<file path="src/rtl/exu_div_iter.sv">
// Iterative radix-2 restoring divider for the EXU.
// One quotient bit per cycle; DIV/DIVU/REM/REMU results.
module exu_div_iter #(
   parameter int XLEN = 32
) (
   input  logic            clk,
   input  logic            rst_l,
   input  logic            valid,
   input  logic            unsign,
   input  logic            rem,
   input  logic [XLEN-1:0] dividend,
   input  logic [XLEN-1:0] divisor,
   input  logic            freeze,
   input  logic            flush_lower,
   output logic            busy,
   output logic            finish,
   output logic [XLEN-1:0] out
);

   localparam int CW = $clog2(XLEN);
   localparam logic [CW-1:0] LAST = CW'(XLEN - 1);

   typedef enum logic [1:0] {
      IDLE,
      RUN,
      FIX,
      DONE
   } state_t;

   state_t state, state_nxt;

   logic [CW-1:0]   count;
   logic [XLEN:0]   r;
   logic [XLEN-1:0] q;
   logic [XLEN-1:0] m;
   logic [XLEN-1:0] a_orig;
   logic            sign_a;
   logic            sign_b;
   logic            dz;
   logic            rem_q;

   logic            accept;
   logic            adv;
   logic            sa_in;
   logic            sb_in;
   logic [XLEN-1:0] a_mag;
   logic [XLEN-1:0] b_mag;
   logic [XLEN:0]   r_sh;
   logic [XLEN+1:0] diff;
   logic [XLEN-1:0] quot;
   logic [XLEN-1:0] remd;

   assign busy   = (state != IDLE);
   assign finish = (state == DONE);

   assign adv    = ~flush_lower & ~freeze;
   assign accept = adv & valid & (state == IDLE);

   assign sa_in  = ~unsign & dividend[XLEN-1];
   assign sb_in  = ~unsign & divisor[XLEN-1];
   assign a_mag  = sa_in ? ('0 - dividend) : dividend;
   assign b_mag  = sb_in ? ('0 - divisor) : divisor;

   // R stays below M, so the shifted partial remainder fits XLEN+1 bits
   assign r_sh   = {r[XLEN-1:0], q[XLEN-1]};
   assign diff   = {1'b0, r_sh} - {2'b0, m};

   always_comb begin
      quot = q;
      remd = r[XLEN-1:0];
      if (dz) begin
         quot = '1;
         remd = a_orig;
      end else begin
         if (sign_a ^ sign_b) quot = '0 - q;
         if (sign_a) remd = '0 - r[XLEN-1:0];
      end
   end

   always_comb begin
      state_nxt = state;
      if (flush_lower) begin
         state_nxt = IDLE;
      end else if (!freeze) begin
         unique case (state)
            IDLE: if (valid) state_nxt = RUN;
            RUN:  if (count == LAST) state_nxt = FIX;
            FIX:  state_nxt = DONE;
            DONE: state_nxt = IDLE;
         endcase
      end
   end

   always_ff @(posedge clk or negedge rst_l) begin
      if (!rst_l) state <= IDLE;
      else        state <= state_nxt;
   end

   always_ff @(posedge clk or negedge rst_l) begin
      if (!rst_l) begin
         count  <= '0;
         r      <= '0;
         q      <= '0;
         m      <= '0;
         a_orig <= '0;
         sign_a <= 1'b0;
         sign_b <= 1'b0;
         dz     <= 1'b0;
         rem_q  <= 1'b0;
         out    <= '0;
      end else if (accept) begin
         count  <= '0;
         r      <= '0;
         q      <= a_mag;
         m      <= b_mag;
         a_orig <= dividend;
         sign_a <= sa_in;
         sign_b <= sb_in;
         dz     <= (divisor == '0);
         rem_q  <= rem;
      end else if (adv && state == RUN) begin
         count <= count + 1'b1;
         if (!diff[XLEN+1]) begin
            r <= diff[XLEN:0];
            q <= {q[XLEN-2:0], 1'b1};
         end else begin
            r <= r_sh;
            q <= {q[XLEN-2:0], 1'b0};
         end
      end else if (adv && state == FIX) begin
         out <= rem_q ? remd : quot;
      end
   end

endmodule

</file>
<file path="config.mk">
export PLATFORM = sky130hd
export DESIGN_NAME = exu_div_iter
export DESIGN_NICKNAME = d
export VERILOG_FILES = /design/src/rtl/exu_div_iter.sv
export SDC_FILE = /design/constraint.sdc
export NUM_CORES = 1
export LEC_CHECK = 0
export CORE_ASPECT_RATIO = 0.6
export CORE_MARGIN = 1
export CORE_UTILIZATION = 55
export CTS_CLUSTER_SIZE = 20
export DETAILED_ROUTE_END_ITERATION = 8
export GPL_TIMING_DRIVEN = 1
export HOLD_SLACK_MARGIN = 0.06
export PLACE_DENSITY = 0.8
export SLEW_MARGIN = 20
export SYNTH_ARGS = -nofsm -noshare
export SYNTH_HDL_FRONTEND = slang
export SYNTH_SLANG_ARGS = --single-unit
</file>
<file path="constraint.sdc">
create_clock -name clk -period 7.7 [get_ports clk]
set_input_delay 2.31 -clock clk [delete_from_list [all_inputs] [get_ports clk]]
set_output_delay 2.31 -clock clk [all_outputs]
set_load 0.02 [all_outputs]
</file>
==> Word-level counts from Yosys, hierarchy flattened <==
Cells that the tools add are included.
{ "word_totals": {"register_bits": 171, "word_cells": 63, "output_inout_bits": 34, "input_bits": 71} }
{ "op_classes": {"reduce_logical": 8, "bitwise": 11, "n_mux": 20, "eq_ne": 7, "n_addsub": 6} }
{ "ops": {"columns": ["cell", "count"], "rows": [
  ["2-to-1 mux 32 bit", 12],
  ["subtractor 1 x 32 -> 32 bit (first input constant)", 4],
  ["subtractor 33 x 32 -> 34 bit", 1],
  ["logical NOT 32 bit", 1],
  ["2-to-1 mux 5 bit", 2],
  ["2-to-1 mux 2 bit", 4],
  ["case mux 2 bit (4 select lines)", 1],
  ["inequality test 3 bit (second input constant)", 2],
  ["AND reduction 3 bit", 2],
  ["adder 5 x 1 -> 5 bit (second input constant)", 1],
  ["bitwise AND 1 bit", 5],
  ["equality test 5 bit (second input constant)", 1],
  ["NOT 1 bit", 5],
  ["equality test 2 bit (second input constant)", 2],
  ["nonzero test 2 bit", 2],
  ["equality test 2 x 1 -> 1 bit (second input constant)", 1],
  ["logical AND 1 bit", 2],
  ["logical NOT 2 bit", 1],
  ["inequality test 2 x 1 -> 1 bit (second input constant)", 1],
  ["2-to-1 mux 1 bit", 1],
  ["bitwise XOR 1 bit", 1]
]} }

==> Longest topological paths before layout <==
{ "logic_depth": {"ltp_word": 6, "ltp_mapped": 14, "depth_no_buf": 13} }

==> Worst setup path before layout <==
No wires, ideal clock.
{ "synth_timing": {"path_kind": "input to register", "startpoint": "input dividend[8]", "endpoint": "register q[29]", "path_buffers": 0, "t_arrival_ns": 4.320, "path_stages": 9, "setup_ns": 0.137, "required_ns": 7.563, "slack_ns": 3.243, "cell_sequence": "or4_4 or3_4 or3_4 nor3b_4 nand2_2 nor2_1 a21oi_1 xnor2_1 a21oi_1"} }
{ "synth_via": {"elab_chain_len": 3} }
{ "synth_lines": {"columns": ["item", "line_no", "source"], "rows": [
  ["from (decl)", "11", "input logic [XLEN-1:0] dividend,"],
  ["subtractor 1 x 32 -> 32 bit", "61", "assign a_mag = sa_in ? ('0 - dividend) : dividend;"],
  ["2-to-1 mux 32 bit", "61", null],
  ["2-to-1 mux 32 bit", "111", "end else if (accept) begin"],
  ["to (signal assigned)", "114", "q <= a_mag;"],
  ["to (signal assigned)", "125", "q <= {q[XLEN-2:0], 1'b1};"],
  ["to (signal assigned)", "128", "q <= {q[XLEN-2:0], 1'b0};"],
  ["to (decl)", "34", "logic [XLEN-1:0] q;"]
]} }
Every way passes these cells.
A chain may end at the register's enable or synchronous reset.

==> Final worst setup path <==
{ "layout_timing": {"startpoint": "input divisor[2]", "endpoint": "register m[29]"} }
{ "layout_via": {"elab_chain_len": 2} }
{ "layout_lines": {"columns": ["item", "line_no", "source"], "rows": [
  ["from (decl)", "12", "input logic [XLEN-1:0] divisor,"],
  ["subtractor 1 x 32 -> 32 bit", "62", "assign b_mag = sb_in ? ('0 - divisor) : divisor;"],
  ["2-to-1 mux 32 bit", "62", null],
  ["to (signal assigned)", "115", "m <= b_mag;"],
  ["to (decl)", "35", "logic [XLEN-1:0] m;"]
]} }
Every way passes these cells.

==> results.ini <==
[outcome]
outcome=finished, final reports clean

[clock_network]
cts_buffers=17
clkTransAtPathRegs_ns=0.06
cts_max_path_buffers=2
holdBufCountCts=0
clock_latency_ns=0.44
cts_sinks=171
post_cts_resized=0
post_cts_buffers=0
h-tree-depth=4
cts-root-buf=clkbuf_16
cts_tree=done

[timing]
setup_viol=0
fin_skew_ns=0.0129
layout_min_cycle_time_ns=5.03
hold_viol=0
fin_crit_sh_pct=65.3
tightest_slew_ns=1.08
slew_violations=0
fmax_mhz=199
slew_headroom_pct=27.7
rsz0062_at_grt=false
fin_tns_setup_ns=0

[critical_path]
crit_fanout=5
path_class=primary input to flip-flop
crit_path_end_kind=flip-flop
cp.required_ns=8.04
startpoint_type=primary input
cp.arrival_ns=5.37

[route]
routedLengthMet1_um=15900
drtIter0Drc=1238
via_per_inst=6.19
wl_per_cell_um=18.4
top_layer_used=met4
num_vias=11300
dr.pass1.iters=6
wl_met2_um=14100
route.met3.wl_um=3240
antenna_left=0
drc_errors=0
routed_wirelength_um=33600

[finish]
diodes=0
area_growth_pct=15.6
layout-drive-gt1-share_pct=4.71
fin_nets=1652
fin_util_pct=65.0
final_cells=1830
stdcell_area_mm2=0.0137

[hold_path]
hold_class=flip-flop to flip-flop

[placement]
portBuffers=104
dp_cells=1797
dp_hpwl_um=23600
gp_congestion=0.924
place_area_mm2=0.0130

[yosys]
ys_types=66
synthArstFlopShare_pct=100
synth_top_area_share_pct=36.2
synth_cells=1480
avgSynthCellArea_um2=7.99
synth.largest_area_cell=dfrtp_1
ys_seq_area_share_pct=36.2
ys_ff_latch=171
synth_most_common_cell=nand2_1
synth_fp_nets=1594
ys.flop_type=dfrtp_1
synthTopCellsByCount=293 x nand2_1, 171 x dfrtp_1, 126 x o21ai_0
synth_area_leaders=dfrtp_1 36%, nand2_1 9.3%, xnor2_1 6.7%
ys_warn_count=0
synth_edf_count=0
syn_area_mm2=0.0118

[global_route]
grt-ovfl-total=0
grt_antenna_before_repair=0
grt_start_max_net_pins=93
grt_first_pass_wirelength_um=54000
grt_pass1_vias=10200
grtUsageTotal_pct=31.0

[power_and_ir_drop]
ir_drop_mv=0.223
powerDensity_mw_per_mm2=412
p_total_mw=5.64
leakage_nw=5.97

[floorplanning]
fp.coreArea_mm2=0.0210
dieArea_mm2=0.0221
die_h_um=116
ios=105
die_width_um=191
fp-row-count=41
start_util_pct=56.2

[job]
cap_violations=0

final timing paths:
path	start	to	slack, ns	depth (start not counted)
max	divisor[2]	m[29]	2.67	9
max in group asynchronous	rst_l	count[2]	4.81	2
min	out[6]	out[6]	0.48	2
max reg2reg	r[7]	r[24]	3.66	11
min in group asynchronous	rst_l	m[7]	1.75	1
min reg2reg	out[6]	out[6]	0.48	2
placed cells by master (no fill, tap or decap), types with 4 or more instances in the layout:
cell type,n
a211oi_1,8
a21o_1,15
a21oi_1,103
a221oi_1,4
a31oi_1,41
a32oi_1,4
and3_1,9
buf_4,17
clkbuf_16,17
clkdlybuf4s50_1,103
clkinv_2,4
dfrtp_1,171
ha_1,42
inv_1,56
mux2i_1,30
nand2_1,293
nand2b_1,9
nand3_1,14
nand4_1,8
nor2_1,118
nor2b_1,9
nor3_1,24
nor4_1,16
o211ai_1,8
o21ai_0,126
o21ai_1,14
o21bai_1,4
o22ai_1,23
o31ai_1,24
o41ai_1,9
or3_1,7
or4_1,8
xnor2_1,90
xor2_1,58
logic make-up after synthesis:
family,count (synthesis),synth area share [%]
and+or+nand+nor,534,19.8
AOI/OAI and AO/OA,415,21.4
DFF,171,36.2
xor gates and xnor gates,148,11.0
buffers and inverters,139,4.50
adders and majority gates,43,4.61
muxes,30,2.54
report_power, final:
part	switching, mW	total [mW]	internal [mW]
clock network	0.391	0.911	0.520
registers	0.422	1.63	1.21
logic	1.77	3.10	1.33
total	2.58	5.64	3.06
state kept, by name, summed over array words and instances (netlist names), 2 cells and up:
name	cells
a_orig	32
count	5
out	32
q	32
r	32
m	32
state	2
per-layer routing:
metal  track usage, %  vias to the layer above
met5                0                        -
met3             5.81                       52
li1                 -                     5298
met4             7.78                        0
met1             47.6                     5412
met2             44.6                      569
per-stage QoR:
stage	setup WS [ns]	hold slack [ns]
finish	2.67	0.477
global route	2.36	0.493
CTS	2.73	0.479
detailed placement	2.29	0.462
global placement	2.46	0.453
floorplan	3.24	0.440
worst max-delay path: stages:
cell and delay [ns]:
clkdlybuf4s50_1 0.51, nor4_1 0.40, nand2b_1 0.16, nor4_1 0.61, nand3_1 0.34, nor4_2 0.55, a21oi_1 0.17, xnor2_1 0.16
o21ai_0 0.16
final cells by class:
class / instances / area, um2
Multi-Input combinational cell: 1170 / 7030
Timing Repair Buffer: 122 / 1200
Fill cell: 1804 / 7360
Clock inverter: 14 / 168
Sequential cell: 171 / 4280
Inverter: 56 / 210
Clock buffer: 18 / 439
Tap cell: 279 / 349
Note: power is estimated with default switching activity, not from simulation.
==> RTL edit 1: new RTL, same settings <==
Change the parameter `XLEN` from 32 to 64.
--- a/src/rtl/exu_div_iter.sv
+++ b/src/rtl/exu_div_iter.sv
@@ -1,7 +1,7 @@
 // Iterative radix-2 restoring divider for the EXU.
 // One quotient bit per cycle; DIV/DIVU/REM/REMU results.
 module exu_div_iter #(
-   parameter int XLEN = 32
+   parameter int XLEN = 64
 ) (
    input  logic            clk,
    input  logic            rst_l,
Ports: changed (resized dividend, divisor and out); port bits go from 105 to 201. No check against the original RTL was run, so the function may have changed too.
==> RTL edit 1 against the unedited design <==
- area after synthesis up 100%
- total power up 36%
- sequential cell count up 161
- routed wire length up 120%
- worst setup slack worse by 0.70 ns
- cell area up 100%
- via count up 100%
- clock power up 100%
- critical path type unchanged
==> RTL edit 1: results (changes against the unedited design) <==
<table>
<tr><th>Metric</th><th>Value</th></tr>
<tr><th colspan="2">Detailed routing</th></tr>
<tr><td>Ratio of routed vias to standard cells</td><td>6.279 (was 6.192)</td></tr>
<tr><td>Violation count after the first detailed-routing iteration</td><td>2625 (was 1238)</td></tr>
<tr><th colspan="2">Place</th></tr>
<tr><td>Count of input and output buffers</td><td>200 (was 104)</td></tr>
<tr><td>RePlAce Congestion</td><td>0.9737 (was 0.9243)</td></tr>
<tr><th colspan="2">Logic synthesis</th></tr>
<tr><td>Share of the yosys chip area belonging to registers</td><td>0.3481 (was 0.3619)</td></tr>
<tr><td>Post-synthesis cell type count</td><td>83 (was 66)</td></tr>
<tr><td>Proportion of synthesized area in mux cells</td><td>0.04194 (was 0.02539)</td></tr>
<tr><td>Commonest cells post-synth</td><td>sky130_fd_sc_hd__nand2_1 (547), sky130_fd_sc_hd__o21ai_0 (339), sky130_fd_sc_hd__dfrtp_1 (332) (was sky130_fd_sc_hd__nand2_1 (293), sky130_fd_sc_hd__dfrtp_1 (171), sky130_fd_sc_hd__o21ai_0 (126))</td></tr>
<tr><td>Post-synthesis net count</td><td>3205 (was 1594)</td></tr>
<tr><td>Fraction of synthesized cell area taken by the top area cell type</td><td>0.3481 (was 0.3619)</td></tr>
<tr><th colspan="2">Global routing</th></tr>
<tr><td>Pin count of the biggest net entering global routing</td><td>162 (was 93)</td></tr>
<tr><td>Overall track demand over capacity in global routing</td><td>0.3343 (was 0.3102)</td></tr>
<tr><td>Via count of the first global-routing pass</td><td>21771 (was 10242)</td></tr>
<tr><th colspan="2">Power and ir drop</th></tr>
<tr><td>Net switching power figure</td><td>0.003121 W (was 0.002580 W)</td></tr>
<tr><td>Leakage component of the power</td><td>11.87 nW (was 5.973 nW)</td></tr>
<tr><th colspan="2">Clocking</th></tr>
<tr><td>Number of buffers on the longest clock path</td><td>3 (was 2)</td></tr>
<tr><td>H-tree depth</td><td>2 (was 4)</td></tr>
<tr><td>Clk Latency, worst-skew pair</td><td>0.55 ns (was 0.44 ns)</td></tr>
<tr><th colspan="2">Worst setup path</th></tr>
<tr><td>Maximum fanout along the worst path</td><td>6 (was 5)</td></tr>
<tr><td>Length in cells of the worst reg-to-reg path</td><td>14 (was 11)</td></tr>
<tr><td>Arrival time reported for the critical path endpoint</td><td>6.13 ns (was 5.37 ns)</td></tr>
<tr><td>Crit. Startpoint</td><td>dividend[4] (was divisor[2])</td></tr>
<tr><td>Worst stage delay on the critical path</td><td>0.70 ns (was 0.61 ns)</td></tr>
<tr><td>Slowest-stage cell, CP</td><td>sky130_fd_sc_hd__nor4_2 (was sky130_fd_sc_hd__nor4_1)</td></tr>
<tr><td>FF-to-FF Start</td><td>q[63] (was r[7])</td></tr>
<tr><th colspan="2">Layout</th></tr>
<tr><td>Layout net count</td><td>3292 (was 1652)</td></tr>
<tr><td>Fillers</td><td>3604 (was 1804)</td></tr>
<tr><td>Share of post-route cells with drive strength above 1</td><td>0.03954 (was 0.04707)</td></tr>
<tr><th colspan="2">Status</th></tr>
<tr><td>Outcome</td><td>finished, final reports clean (unchanged)</td></tr>
</table>
-- RTL edit 1: worst min-delay path by stage --
stage                  to        from  slack, ns  cells past startpoint
6_report       a_orig[43]  a_orig[43]       0.47                      2
5_1_grt         a_orig[8]   a_orig[8]       0.49                      2
3_3_place_gp   a_orig[19]  a_orig[19]       0.46                      2
4_1_cts        a_orig[44]  a_orig[44]       0.47                      2
2_1_floorplan  a_orig[40]  a_orig[40]       0.44                      2
3_5_place_dp   a_orig[44]  a_orig[44]       0.46                      2
-- RTL edit 1: area by class of cell --
cell class                      instances  share of cell area
Clock buffer                           53             0.03781
Clock inverter                         13            0.005982
Inverter                              105             0.01438
Multi-Input combinational cell       2383              0.5315
Sequential cell                       332              0.3033
Tap cell                              570             0.02603
Timing Repair Buffer                  225             0.08100
-- RTL edit 1: layer usage --
layer	global-route usage	wire [µm]
met1	0.4856	33580
met2	0.5203	33700
met3	0.04822	6044
met4	0.08963	1789
met5	0	0
-- RTL edit 1: stage by stage --
step | utilization | cell area (µm²)
after detailed placement | 0.6191 | 26190
final | 0.6477 | 27400
after global placement | 0.6191 | 26190
after CTS | 0.6475 | 27390
after floorplan | - | 23870
after global routing | 0.6477 | 27400
-- RTL edit 1: power by group through the flow --
stage / clock (W) / combinational, W / sequential [W]
2_1_floorplan: 0 / 0.00190 / 0.00277
3_3_place_gp: 0 / 0.00299 / 0.00273
3_5_place_dp: 0 / 0.00307 / 0.00275
4_1_cts: 0.00183 / 0.00309 / 0.00272
5_1_grt: 0.00190 / 0.00343 / 0.00280
6_report: 0.00182 / 0.00313 / 0.00274
==> RTL edit 2: new RTL, config.mk and constraints unchanged <==
Without the edit above. Put a register stage on the outputs `busy` and `finish`, with the module's reset. The values now appear one clock later. The other outputs are not delayed to match.
--- a/src/rtl/exu_div_iter.sv
+++ b/src/rtl/exu_div_iter.sv
@@ -50,8 +50,15 @@
    logic [XLEN-1:0] quot;
    logic [XLEN-1:0] remd;
 
-   assign busy   = (state != IDLE);
-   assign finish = (state == DONE);
+   always_ff @(posedge clk or negedge rst_l) begin
+      if (!rst_l) begin
+         busy   <= '0;
+         finish <= '0;
+      end else begin
+         busy   <= (state != IDLE);
+         finish <= (state == DONE);
+      end
+   end
 
    assign adv    = ~flush_lower & ~freeze;
    assign accept = adv & valid & (state == IDLE);
Behaviour: not the same (Yosys sat finds a counterexample within 4 cycles, from zero or initial values and one cycle with rst_l low).
==> RTL edit 2 against the unedited design <==
- routed wire length down 2.2%
- count of clock-buffer cells in the layout is 5 higher
- clock power grew 2%
- die area decreased by 0.65%
- sequential cell count rose by 2
- cell area decreased by 0.41%
- total power down 0.84%
- maximum frequency is 1.0% lower
- worst hold slack got worse by 0.0016 ns
- critical path type unchanged
- area after synthesis decreased by 0.66%
- sequential share of layout area rose by 0.51 points
- worst setup slack lost 0.051 ns
==> RTL edit 2: results (changes against the unedited design) <==
<table>
<tr><th>Metric</th><th>Value</th></tr>
<tr><th colspan="2">Status</th></tr>
<tr><td>Outcome</td><td>finished, final reports clean (unchanged)</td></tr>
<tr><th colspan="2">Power and ir drop</th></tr>
<tr><td>Leakage component of the power</td><td>5.939 nW (was 5.973 nW)</td></tr>
<tr><td>Peak supply drop</td><td>0.0002298 V (was 0.0002232 V)</td></tr>
<tr><th colspan="2">Detailed routing</th></tr>
<tr><td>Ratio of routed vias to standard cells</td><td>6.153 (was 6.192)</td></tr>
<tr><td>Met1 WL</td><td>15.43 mm (was 15.87 mm)</td></tr>
<tr><td>Routed wl met2</td><td>13.87 mm (was 14.08 mm)</td></tr>
<tr><th colspan="2">Worst setup path</th></tr>
<tr><td>Length in cells of the worst reg-to-reg path</td><td>10 (was 11)</td></tr>
<tr><td>Maximum fanout along the worst path</td><td>6 (was 5)</td></tr>
<tr><td>FF-to-FF Start</td><td>r[4] (was r[7])</td></tr>
<tr><td>Critical path capture point</td><td>m[28] (was m[29])</td></tr>
<tr><th colspan="2">Global routing</th></tr>
<tr><td>Pin count of the biggest net entering global routing</td><td>113 (was 93)</td></tr>
<tr><td>Overall track demand over capacity in global routing</td><td>0.3126 (was 0.3102)</td></tr>
<tr><td>Met2 Usage GRT</td><td>0.4608 (was 0.4457)</td></tr>
<tr><td>Met3 Use GR</td><td>0.09310 (was 0.05815)</td></tr>
<tr><td>Met1 Use GR</td><td>0.4500 (was 0.4763)</td></tr>
<tr><th colspan="2">Timing</th></tr>
<tr><td>Min Clock Period, post-route</td><td>5.079 ns (was 5.029 ns)</td></tr>
<tr><td>Worst hold margin</td><td>0.4752 ns (was 0.4768 ns)</td></tr>
<tr><td>Clock tree skew after final layout</td><td>0.009677 ns (was 0.01294 ns)</td></tr>
<tr><th colspan="2">Min path</th></tr>
<tr><td>HP Start</td><td>m[6] (was out[6])</td></tr>
<tr><th colspan="2">Logic synthesis</th></tr>
<tr><td>Post-synthesis cell type count</td><td>60 (was 66)</td></tr>
<tr><td>Share of the yosys chip area belonging to registers</td><td>0.3685 (was 0.3619)</td></tr>
<tr><td>Average cell area after synthesis</td><td>8.063 µm² (was 7.990 µm²)</td></tr>
<tr><td>Commonest cells post-synth</td><td>sky130_fd_sc_hd__nand2_1 (291), sky130_fd_sc_hd__dfrtp_1 (173), sky130_fd_sc_hd__o21ai_0 (138) (was sky130_fd_sc_hd__nand2_1 (293), sky130_fd_sc_hd__dfrtp_1 (171), sky130_fd_sc_hd__o21ai_0 (126))</td></tr>
<tr><th colspan="2">Place</th></tr>
<tr><td>RePlAce Congestion</td><td>0.9600 (was 0.9243)</td></tr>
<tr><td>Post-DP HPWL</td><td>23.71 mm (was 23.64 mm)</td></tr>
<tr><td>Count of placed standard cells including taps</td><td>1773 (was 1797)</td></tr>
<tr><th colspan="2">Layout</th></tr>
<tr><td>Layout net count</td><td>1634 (was 1652)</td></tr>
</table>
==> RTL edit 2: cell type report <==
| type | instances | share of cell area |
|---|---|---|
| Clock buffer | 23 | 0.03509 |
| Clock inverter | 6 | 0.009922 |
| Inverter | 60 | 0.01654 |
| Multi-Input combinational cell | 1148 | 0.5086 |
| Sequential cell | 173 | 0.3180 |
| Tap cell | 273 | 0.02508 |
| Timing Repair Buffer | 120 | 0.08682 |
==> RTL edit 2: logic make-up after synthesis <==
group,Yosys count,synth area share
XOR/XNOR,148,0.1103
AO/OA/AOI/OAI,393,0.2032
multiplexers,36,0.03089
adder cells (fa/ha/maj),43,0.04644
AND/OR/NAND/NOR,528,0.1967
buffers and inverters,136,0.04388
flip-flops,173,0.3685
==> RTL edit 2: power by group <==
| part | internal, W | switching, W |
|---|---|---|
| Sequential | 0.00124 | 0.000415 |
| Combinational | 0.00129 | 0.00171 |
| Clock | 0.000564 | 0.000365 |
